## config.mk

```make
export PLATFORM = sky130hd
export DESIGN_NAME = uart_tx
export DESIGN_NICKNAME = d
export VERILOG_FILES = /design/src/rtl/uart_tx.sv
export SDC_FILE = /design/constraint.sdc
export NUM_CORES = 1
export LEC_CHECK = 0
export CELL_PAD_IN_SITES_DETAIL_PLACEMENT = 0
export CELL_PAD_IN_SITES_GLOBAL_PLACEMENT = 1
export CORE_MARGIN = 5
export CORE_UTILIZATION = 24
export CTS_CLUSTER_SIZE = 28
export DETAILED_ROUTE_END_ITERATION = 10
export GPL_TIMING_DRIVEN = 0
export PLACE_DENSITY_LB_ADDON = 0.1
export SLEW_MARGIN = 10
export SYNTH_ARGS = -nofsm -noshare
export SYNTH_HDL_FRONTEND = slang
export SYNTH_SLANG_ARGS = --single-unit
```

## constraint.sdc

```tcl
create_clock -name clk -period 2.67 [get_ports clk]
set_input_delay 0.534 -clock clk [delete_from_list [all_inputs] [get_ports clk]]
set_output_delay 0.534 -clock clk [all_outputs]
set_load 0.05 [all_outputs]
```

## src/rtl/uart_tx.sv

```systemverilog
// uart_tx: buffered UART transmitter.
// Bytes written with i_wr go into a small FIFO and are sent LSB first on
// o_uart_tx, framed as 8N1 (start bit, 8 data bits, stop bit).
// Optional feature macro: UART_TX_PARITY_EN -- when defined, an even-parity
// bit is inserted after the data bits and the frame becomes 8E1 (11 bits).
//
// Handshake: a write is accepted on a rising edge of clk when i_wr == 1 and
// o_full == 0; a write while o_full == 1 is dropped and sets the sticky
// o_overflow flag. There is no backpressure on the serial side.
module uart_tx #(
   parameter int CLK_FREQ  = 25_000_000,
   parameter int BAUD_RATE = 115200,
   parameter int FIFO_AW   = 2
) (
   input  logic       clk,
   input  logic       rst,
   input  logic       i_wr,
   input  logic [7:0] i_data,
   output logic       o_full,
   output logic       o_empty,
   output logic       o_busy,
   output logic       o_overflow,
   output logic       o_uart_tx
);

   // Integer division truncates, which is the intended bit period.
   localparam int CLKS_PER_BIT = CLK_FREQ / BAUD_RATE;
   localparam int DEPTH        = 1 << FIFO_AW;
   localparam int CW           = (CLKS_PER_BIT > 1) ? $clog2(CLKS_PER_BIT) : 1;
   localparam logic [CW-1:0]      LAST_CNT = CW'(CLKS_PER_BIT - 1);
   localparam logic [FIFO_AW:0]   FULL_CNT = (FIFO_AW + 1)'(DEPTH);

`ifdef UART_TX_PARITY_EN
   typedef enum logic [2:0] {IDLE, START, DATA, PARITY, STOP} state_t;
`else
   typedef enum logic [2:0] {IDLE, START, DATA, STOP} state_t;
`endif

   // FIFO storage and bookkeeping
   logic [7:0]         mem [DEPTH];
   logic [FIFO_AW-1:0] wr_ptr;
   logic [FIFO_AW-1:0] rd_ptr;
   logic [FIFO_AW:0]   count;
   logic               push;
   logic               pop;
   logic [7:0]         head;

   // Transmit FSM state
   state_t             state;
   logic [CW-1:0]      cnt;
   logic [2:0]         bit_idx;
   logic [7:0]         shift;
   logic               tx;
`ifdef UART_TX_PARITY_EN
   logic               par;
`endif

   assign o_full     = (count == FULL_CNT);
   assign o_empty    = (count == '0);
   assign o_busy     = (state != IDLE) || !o_empty;
   assign o_uart_tx  = tx;
   assign head       = mem[rd_ptr];

   // A write while full is dropped even if a pop frees a slot this same cycle.
   assign push = i_wr && !o_full;

   // Pop the head when idle, or at the last clock of a stop bit so the next
   // frame follows with no idle gap; never pop an empty FIFO.
   always_comb begin
      pop = 1'b0;
      if (!o_empty) begin
         if (state == IDLE)
            pop = 1'b1;
         else if ((state == STOP) && (cnt == LAST_CNT))
            pop = 1'b1;
      end
   end

   // FIFO data write; contents need no reset because count gates reads.
   always_ff @(posedge clk) begin
      if (push)
         mem[wr_ptr] <= i_data;
   end

   // FIFO pointers and occupancy count; pointers wrap modulo the depth.
   always_ff @(posedge clk) begin
      if (rst) begin
         wr_ptr <= '0;
         rd_ptr <= '0;
         count  <= '0;
      end else begin
         if (push)
            wr_ptr <= wr_ptr + 1'b1;
         if (pop)
            rd_ptr <= rd_ptr + 1'b1;
         case ({push, pop})
            2'b10:   count <= count + 1'b1;
            2'b01:   count <= count - 1'b1;
            default: count <= count;
         endcase
      end
   end

   // Sticky overflow flag: any write attempt while full.
   always_ff @(posedge clk) begin
      if (rst)
         o_overflow <= 1'b0;
      else if (i_wr && o_full)
         o_overflow <= 1'b1;
   end

   // Frame sequencer; the line register follows the current state, so the
   // line lags state transitions by exactly one clock.
   always_ff @(posedge clk) begin
      if (rst) begin
         state   <= IDLE;
         cnt     <= '0;
         bit_idx <= '0;
         shift   <= '0;
         tx      <= 1'b1;
`ifdef UART_TX_PARITY_EN
         par     <= 1'b0;
`endif
      end else begin
         case (state)
            IDLE: begin
               tx  <= 1'b1;
               cnt <= '0;
               if (pop) begin
                  shift <= head;
`ifdef UART_TX_PARITY_EN
                  par   <= ^head;
`endif
                  state <= START;
               end
            end
            START: begin
               tx <= 1'b0;
               if (cnt == LAST_CNT) begin
                  cnt     <= '0;
                  bit_idx <= '0;
                  state   <= DATA;
               end else begin
                  cnt <= cnt + 1'b1;
               end
            end
            DATA: begin
               tx <= shift[0];
               if (cnt == LAST_CNT) begin
                  cnt     <= '0;
                  shift   <= shift >> 1;
                  bit_idx <= bit_idx + 1'b1;
                  if (bit_idx == 3'd7) begin
`ifdef UART_TX_PARITY_EN
                     state <= PARITY;
`else
                     state <= STOP;
`endif
                  end
               end else begin
                  cnt <= cnt + 1'b1;
               end
            end
`ifdef UART_TX_PARITY_EN
            PARITY: begin
               tx <= par;
               if (cnt == LAST_CNT) begin
                  cnt   <= '0;
                  state <= STOP;
               end else begin
                  cnt <= cnt + 1'b1;
               end
            end
`endif
            STOP: begin
               tx <= 1'b1;
               if (cnt == LAST_CNT) begin
                  cnt <= '0;
                  if (pop) begin
                     shift <= head;
`ifdef UART_TX_PARITY_EN
                     par   <= ^head;
`endif
                     state <= START;
                  end else begin
                     state <= IDLE;
                  end
               end else begin
                  cnt <= cnt + 1'b1;
               end
            end
            default: begin
               tx    <= 1'b1;
               cnt   <= '0;
               state <= IDLE;
            end
         endcase
      end
   end

endmodule

```

After elaboration in Yosys (flattened, before gate mapping)
Memory sizes are Yosys's and may differ from the RTL's. A register that Yosys moved wholly into a read port is not among the register bits.
Index checks and enable logic that the tools add are counted.
Cells by class
  eq/ne operators: 13
  bitwise operators: 1
  add/sub/neg operators: 6
  reduce and logical (&&, ||, !) cells: 17
  multiplexer cells: 23
Operators with widths (number)
  8-bit two-way mux: 3
  8-bit one-hot mux with 3 select lines: 1
  3-bit two-way mux: 7
  3-bit one-hot mux with 2 select lines: 2
  3-bit one-hot mux with 4 select lines: 1
  8-bit by 1-bit adder with 8-bit output, second input constant: 1
  8-bit == test, second input constant: 1
  2-bit != test, second input constant: 4
  3-bit by 1-bit adder with 3-bit output, second input constant: 2
  3-bit by 2-bit == test with 1-bit output, second input constant: 2
  3-bit == test, second input constant: 2
  3-bit zero test: 2
  1-bit two-way mux: 6
  3-bit AND reduction: 2
  3-bit nonzero test: 2
  3-bit OR reduction: 2
  5-bit AND reduction: 1
  2-bit by 1-bit adder with 2-bit output, second input constant: 2
  2-bit two-way mux: 2
  2-bit nonzero test: 2
  3-bit by 1-bit == test with 1-bit output, second input constant: 1
  1-bit logical AND: 3
  3-bit by 1-bit subtractor with 3-bit output, second input constant: 1
  2-bit by 1-bit == test with 1-bit output, second input constant: 1
  other kinds (6): 7
Word-level totals
  output and inout port bits: 5
  memory bits (writable): 32
  bits in registers: 31
  bits of input ports: 11
  memories kept: 1
  word-level logic and storage cells: 70
Memories
  mem: words 4, width 8, rd ports 1, clocked after memory_dff 1, wr ports 1, RTL line 40  | logic [7:0] mem [DEPTH];

Longest topological paths before layout
Gate-level depths: netlist of the first run.
  depth in word-level cells: 8
  depth in mapped cells: 12
  mapped depth without buffers: 12

Worst setup path after synthesis of the first run
Ideal clock, no wire load.
  path kind: reg2reg
  start point: reg count[2]
  end point: reg count[2]
  clock period less this slack: 3.256 ns
  data arrival time: 3.185 ns
  stages on the path, launching flop included: 11
  library setup time: 0.071 ns
  setup slack: -0.586 ns
  buffers on the path: 1
  data required time: 2.599 ns
  cell sequence: dfxtp_1 -> nor3b_1 -> nor2b_1 -> clkbuf_1 -> inv_1 -> ha_1 -> inv_1 -> fa_1 -> xor2_1 -> or3_1 -> a21oi_1
Between the ends
  cells in the longest elaborated chain, start to end: 5
  elaborated cells between the ends (all ways): 11
  classes of those cells: add/sub: 2; eq/ne: 3; mux: 2; reduce/logical: 4
RTL lines
  start, declared: RTL line 43  | logic [FIFO_AW:0] count;
  start signal, assigned: RTL line 97  | 2'b10: count <= count + 1'b1;
  start signal, assigned: RTL line 98  | 2'b01: count <= count - 1'b1;
  start signal, assigned: RTL line 99  | default: count <= count;
  3-bit == test *: RTL line 58  | assign o_full = (count == FULL_CNT);
  via o_full: RTL line 19  | output logic o_full,
  1-bit zero test *: RTL line 65  | assign push = i_wr && !o_full;
  1-bit logical AND *: RTL line 65
  2-bit by 1-bit == test with 1-bit output or 2-bit == test (tied branches): RTL line 96  | case ({push, pop})
  3-bit one-hot mux with 2 select lines or 2-bit nonzero test (tied branches)
The timed path passes the listed nets; every way through them passes the cells marked *.
A chain may end at the register's enable or synchronous reset.

Worst setup path in the final report of the first run
  start point: reg count[0]
  end point: out o_empty
Between the ends
  cells in the longest elaborated chain, start to end: 1
RTL lines
  3-bit zero test: RTL line 59  | assign o_empty = (count == '0);
  end, declared: RTL line 20  | output logic o_empty,
No other way between the ends.

==> results of run 1 <==
## metal layers
metal  track usage  vias up
met5             0        -
met4        0.0401        0
met3        0.0316       10
met2         0.145       19
met1         0.103      835
li1              -      873
## flip-flops by register name (all words and copies together) (netlist names), named ones only
signal and count:
count 3, cnt 8, mem 32, state 2, shift 8, o_overflow 1, o_uart_tx 1, bit_idx 3
wr_ptr 2, rd_ptr 2
## kinds of logic (layout without fill, tap and decap cells)
| logic type | count (synthesis) | in the layout | share of synthesized area |
|---|---|---|---|
| muxes | 24 | 24 | 0.130 |
| buffers and inverters | 26 | 57 | 0.0373 |
| xor gates and xnor gates | 9 | 9 | 0.0273 |
| AOI/OAI and AO/OA | 25 | 25 | 0.0508 |
| DFF | 64 | 64 | 0.555 |
| adders and majority gates | 14 | 14 | 0.0633 |
| and+or+nand+nor | 69 | 69 | 0.136 |
## report_power, final
group	switching (mW)	total (mW)	internal [mW]
sequential	0.111	1.33	1.22
clock	0.444	1.19	0.751
combinational	0.771	1.42	0.652
total	1.33	3.94	2.62
## how the worst min path moves through the flow
stage,startpoint,end,slack (ps),depth (start not counted)
final,cnt[0],cnt[0],440,1
after global routing,cnt[0],cnt[0],470,1
after CTS,o_overflow,o_overflow,470,2
after detailed placement,o_overflow,o_overflow,460,2
after global placement,o_overflow,o_overflow,450,2
after floorplan,cnt[0],cnt[0],440,1
## cell usage after synthesis (2+ instances only)
| cell type | number |
|---|---|
| xor2_1 | 6 |
| o21ai_0 | 7 |
| nor2_1 | 26 |
| nor2b_1 | 9 |
| nand2_1 | 3 |
| buf_2 | 2 |
| mux4_2 | 8 |
| mux2i_1 | 9 |
| inv_1 | 16 |
| dfxtp_1 | 32 |
| o31ai_1 | 2 |
| ha_1 | 13 |
| nand2b_1 | 2 |
| clkbuf_1 | 6 |
| and2_1 | 5 |
| nand3b_1 | 3 |
| a21oi_1 | 11 |
| mux2_4 | 7 |
| nand3_1 | 4 |
| xnor2_1 | 3 |
| or3_1 | 3 |
| edfxtp_1 | 32 |
## what timing repair did
item,CTS,global route
resized for setup,3,5
hold buffers,0,0
endpoints found under the setup margin,2,1
pin swaps,0,1
## worst max-delay path, cell delays in order (launching register included)
cell and delay, ps:
dfxtp_1 400, nor3_4 400, clkdlybuf4s50_1 880
## layout make-up
class | count | area (µm²) | area share
Timing Repair Buffer | 15 | 149 | 0.0418
Clock inverter | 6 | 67.6 | 0.0190
Inverter | 16 | 60.1 | 0.0169
Tap cell | 147 | 184 | 0.0516
Buffer | 10 | 47.5 | 0.0133
Clock buffer | 10 | 239 | 0.0671
Sequential cell | 64 | 1600 | 0.450
Multi-Input combinational cell | 141 | 1210 | 0.341
==> out/metrics.cfg, run 1 <==
[run_status]
outcome = finished clean

[clock_tree]
clockRootBuffer = clkbuf_16
cts_tree = built
clock_insertion_delay_worst_skew_ps = 330
clkSlewWorstSetupHoldPaths_ps = 60
ctsHtreeMaxLevel = 3
cts.sinks = 64
cts_buffers = 9
clk_path_buf_depth = 2
post-cts-setup-buffers = 0

[worst_setup_path]
cp_max_fo = 8
worstRegToRegCells = 12
endpoint = o_empty
r2r_end = count[2]
critical_path_class = flop to output pin
timing.rr.start = cnt[0]
start_kind = flop
crit_path_end_kind = output pin
r2r_slack_ps = 200
crit_arrival_ps = 2010
required_ps = 2140
crit_path_start = count[0]

[run]
drv_cap = 0

[drt]
wl_met1_mm = 2.70
dr.pass1.iters = 3
drc = 0
wl_met3_um = 186
wl_met2_mm = 2.76
initialDrtViolationCount = 49
routed_wl_mm = 5.80
wire_per_inst_um = 14.2
ant_nets = 0
via_per_inst = 4.25
vias = 1737
top_layer = met4

[sta]
maxSlewViolCount = 0
tightest_slew_ps = 614
setup_ws_ps = 126
period_share = 0.953
fin_skew_ps = 5.58
period_minus_slack_ps = 2540
timing.fmax_mhz = 393
hold_viol = 0
rsz0062_at_grt = no
tns_ps = 0
worst_hold_slack_ps = 444
max-slew-margin-rel = 0.591
final-setup-viol-count = 0

[layout]
fin_util = 0.299
fillerInstances = 1204
final_cells = 409
nets = 282
drive_above_1_share = 0.172
layout_common_cells = edfxtp_1 (32), dfxtp_1 (31), nor2_1 (26)
stdcell_area_um2 = 3560
final_common_cell = edfxtp_1
syn_to_final_growth_pct = 23.6
antenna_cells = 0

[min_path]
min_path_type = flop to flop

[die]
io_pins = 16
die_w_um = 120
die_y_um = 120
die_area_um2 = 14300
rows = 40
core_area_um2 = 11900
start_util = 0.242

[logic_synthesis]
post-synth-top-area-fraction = 0.333
synth_edf_count = 32
yosysSeqAreaShare = 0.555
syn-num-nets = 256
synthCells = 231
ys_types = 44
syn_area_um2 = 2880
synth_flop_cell = edfxtp_1
yosysWarnings = 0
synth_top_area_cell = edfxtp_1
avgSynthCellArea_um2 = 12.5
async_flop_share = 0
synth_area_leaders = edfxtp_1 (33%), dfxtp_1 (22%), mux4_2 (6.2%), ha_1 (5.6%), mux2_4 (3.6%)
yosys_register_bits = 64

[global_route]
grt_pass1_wl_mm = 9.56
grt_max_degree = 13
grt_remaining_overflow = 0
grt_pass1_vias = 1829
grt_usage = 0.0883
antenna_found_initial = 0

[power]
max-vdd-ir-drop_mv = 0.337
p_leak_nw = 1.25
power_density_nw_per_um2 = 1110
power_mw = 3.94

[place]
post-place-ws_ps = 9.48
portBuffers = 15
placedCellCount = 393
gp_congestion = 0.691
placed_cell_area_um2 = 3230
hpwl_mm = 4.00

Note: power is estimated with default switching activity, not from simulation.
==> run 2: changes to the inputs <==
--- a/config.mk
+++ b/config.mk
@@ -9,6 +9,7 @@
 export CELL_PAD_IN_SITES_GLOBAL_PLACEMENT = 1
 export CORE_MARGIN = 5
 export CORE_UTILIZATION = 24
+export CTS_BUF_LIST = sky130_fd_sc_hd__clkbuf_4 sky130_fd_sc_hd__clkbuf_8
 export CTS_CLUSTER_SIZE = 28
 export DETAILED_ROUTE_END_ITERATION = 10
 export GPL_TIMING_DRIVEN = 0
==> out/metrics.cfg, run 2 (synthesized netlist as in run 1, its figures left out) <==
[drt]
ant_nets = 0  ; unchanged
vias = 1742  ; +0.29%
initialDrtViolationCount = 64  ; +31%
via_per_inst = 4.26  ; +0.29%
dr.pass1.iters = 4  ; +1
drc = 0  ; unchanged
routed_wl_mm = 5.79  ; -0.16%
wire_per_inst_um = 14.1  ; -0.16%

[power]
power_mw = 3.61  ; -8.5%
switching_share = 0.356  ; +0.0195
power_density_nw_per_um2 = 1040  ; -6.0%
p_leak_nw = 1.21  ; -3.1%
internal_power_mw = 2.32  ; -11%
clock_power_share = 0.239  ; -0.064
max-vdd-ir-drop_mv = 0.280  ; -17%
seq_power_share = 0.367  ; +0.031
p_switching_mw = 1.28  ; -3.2%
pwr-share-comb = 0.394  ; +0.033

[place]
post-place-ws_ps = 9.48  ; unchanged
placedCellCount = 393  ; unchanged
portBuffers = 15  ; unchanged
hpwl_mm = 4.00  ; unchanged
gp_congestion = 0.691  ; unchanged
placed_cell_area_um2 = 3230  ; unchanged

[run]
drv_cap = 0  ; unchanged

[sta]
hold_viol = 0  ; unchanged
final-setup-viol-count = 0  ; unchanged
worst_hold_slack_ps = 448  ; +3.31 ps
tns_ps = 0  ; unchanged
timing.fmax_mhz = 402  ; +2.2%
period_minus_slack_ps = 2490  ; -54.3 ps
setup_ws_ps = 180  ; +54.3 ps
max-slew-margin-rel = 0.590  ; -0.000847
fin_skew_ps = 6.09  ; +0.513 ps
maxSlewViolCount = 0  ; unchanged
rsz0062_at_grt = no
tightest_slew_ps = 615  ; +1.27 ps
period_share = 0.933  ; -0.0203

[worst_setup_path]
required_ps = 2940  ; +800 ps
cpMaxStageDelayCell = fa_1
slowest_delay_ps = 360  ; -520 ps
cp_max_fo = 5  ; -3
cp_top_family = simple AND/OR/NAND/NOR gates
path_cells = inv_1 -> ha_1 -> and3b_2 -> a31oi_4 -> or2_4 -> inv_1 -> ha_2 -> inv_1 -> fa_1 -> xor2_1 -> or3_1 -> a21oi_1
start_kind = flop
critical_path_class = flop to flop
crit_buf_inv = 3  ; +2
crit_path_end_kind = flop
cpMostUsedCell = inv_1
crit_arrival_ps = 2760  ; +750 ps

[clock_tree]
cts_tree = built
clk_path_buf_depth = 2  ; unchanged
clock_insertion_delay_worst_skew_ps = 340  ; about the same
clockRootBuffer = clkbuf_8
clkSlewWorstSetupHoldPaths_ps = 70  ; about the same
ctsHtreeMaxLevel = 3  ; unchanged
cts.sinks = 64  ; unchanged
post-cts-setup-buffers = 0  ; unchanged
postCtsHoldBufs = 0  ; unchanged
cts_buffers = 9  ; unchanged

[layout]
top_register = mem
layout_common_cells = edfxtp_1 (32), dfxtp_1 (30), nor2_1 (26)
nets = 282  ; unchanged
final_common_cell = edfxtp_1
drive_above_1_share = 0.176  ; +0.00382
stdcell_area_um2 = 3470  ; -2.7%
largest_register_ffs = 32  ; unchanged
fin_util = 0.291  ; -0.00819
reg_top3 = mem (32), cnt (8), shift (8)
syn_to_final_growth_pct = 20.2
final_cells = 409  ; unchanged
antenna_cells = 0  ; unchanged

[die]
start_util = 0.242  ; unchanged
die_w_um = 120  ; unchanged
core_area_um2 = 11900  ; unchanged
rows = 40  ; unchanged
die_area_um2 = 14300  ; unchanged
io_pins = 16  ; unchanged
die_y_um = 120  ; unchanged

[run_status]
outcome = finished clean

[global_route]
grt_max_degree = 13  ; unchanged
antenna_found_initial = 0  ; unchanged
grt_usage = 0.0884  ; +0.000100
grt_pass1_vias = 1827  ; -0.11%
grt_pass1_wl_mm = 9.51  ; -0.58%
grt_remaining_overflow = 0  ; unchanged

[min_path]
min_path_type = flop to flop

[run 2: routing by layer]
metal	vias up	wire length (µm)	GRT usage
li1	874	-	-
met2	19	2820	0.144
met1	839	2620	0.103
met4	0	149	0.0422
met5	-	0	0
met3	10	201	0.0330
[run 2: worst paths after layout]
path               start        to  slack (ps)  cells past startpoint
setup / recovery  cnt[0]  count[2]         180                     12
hold / removal    cnt[0]    cnt[0]         450                      1
setup reg to reg  cnt[0]  count[2]         180                     12
hold reg to reg   cnt[0]    cnt[0]         450                      1
[run 2: power by group through the flow]
| stage | logic [mW] | clock network [mW] | registers [mW] |
|---|---|---|---|
| 6_report | 1.42 | 0.861 | 1.32 |
| 5_1_grt | 1.58 | 0.937 | 1.35 |
| 4_1_cts | 1.43 | 0.906 | 1.33 |
| 3_5_place_dp | 1.42 | 0 | 1.35 |
| 3_3_place_gp | 1.44 | 0 | 1.35 |
| 2_1_floorplan | 1.07 | 0 | 1.34 |
[run 2: area by class of cell]
cell class                      instances  area [µm²]
Inverter                               16        60.1
Clock inverter                          6        67.6
Tap cell                              147         184
Timing Repair Buffer                   15         151
Fill cell                            1209        8450
Sequential cell                        64        1600
Multi-Input combinational cell        141        1210
Buffer                                 10        47.5
Clock buffer                           10         138
[run 2: timing repair]
action | 4_1_cts | 5_1_grt
hold endpoints to repair | 0 | 0
endpoints found under the setup margin | 2 | 1
gates resized for setup | 3 | 7
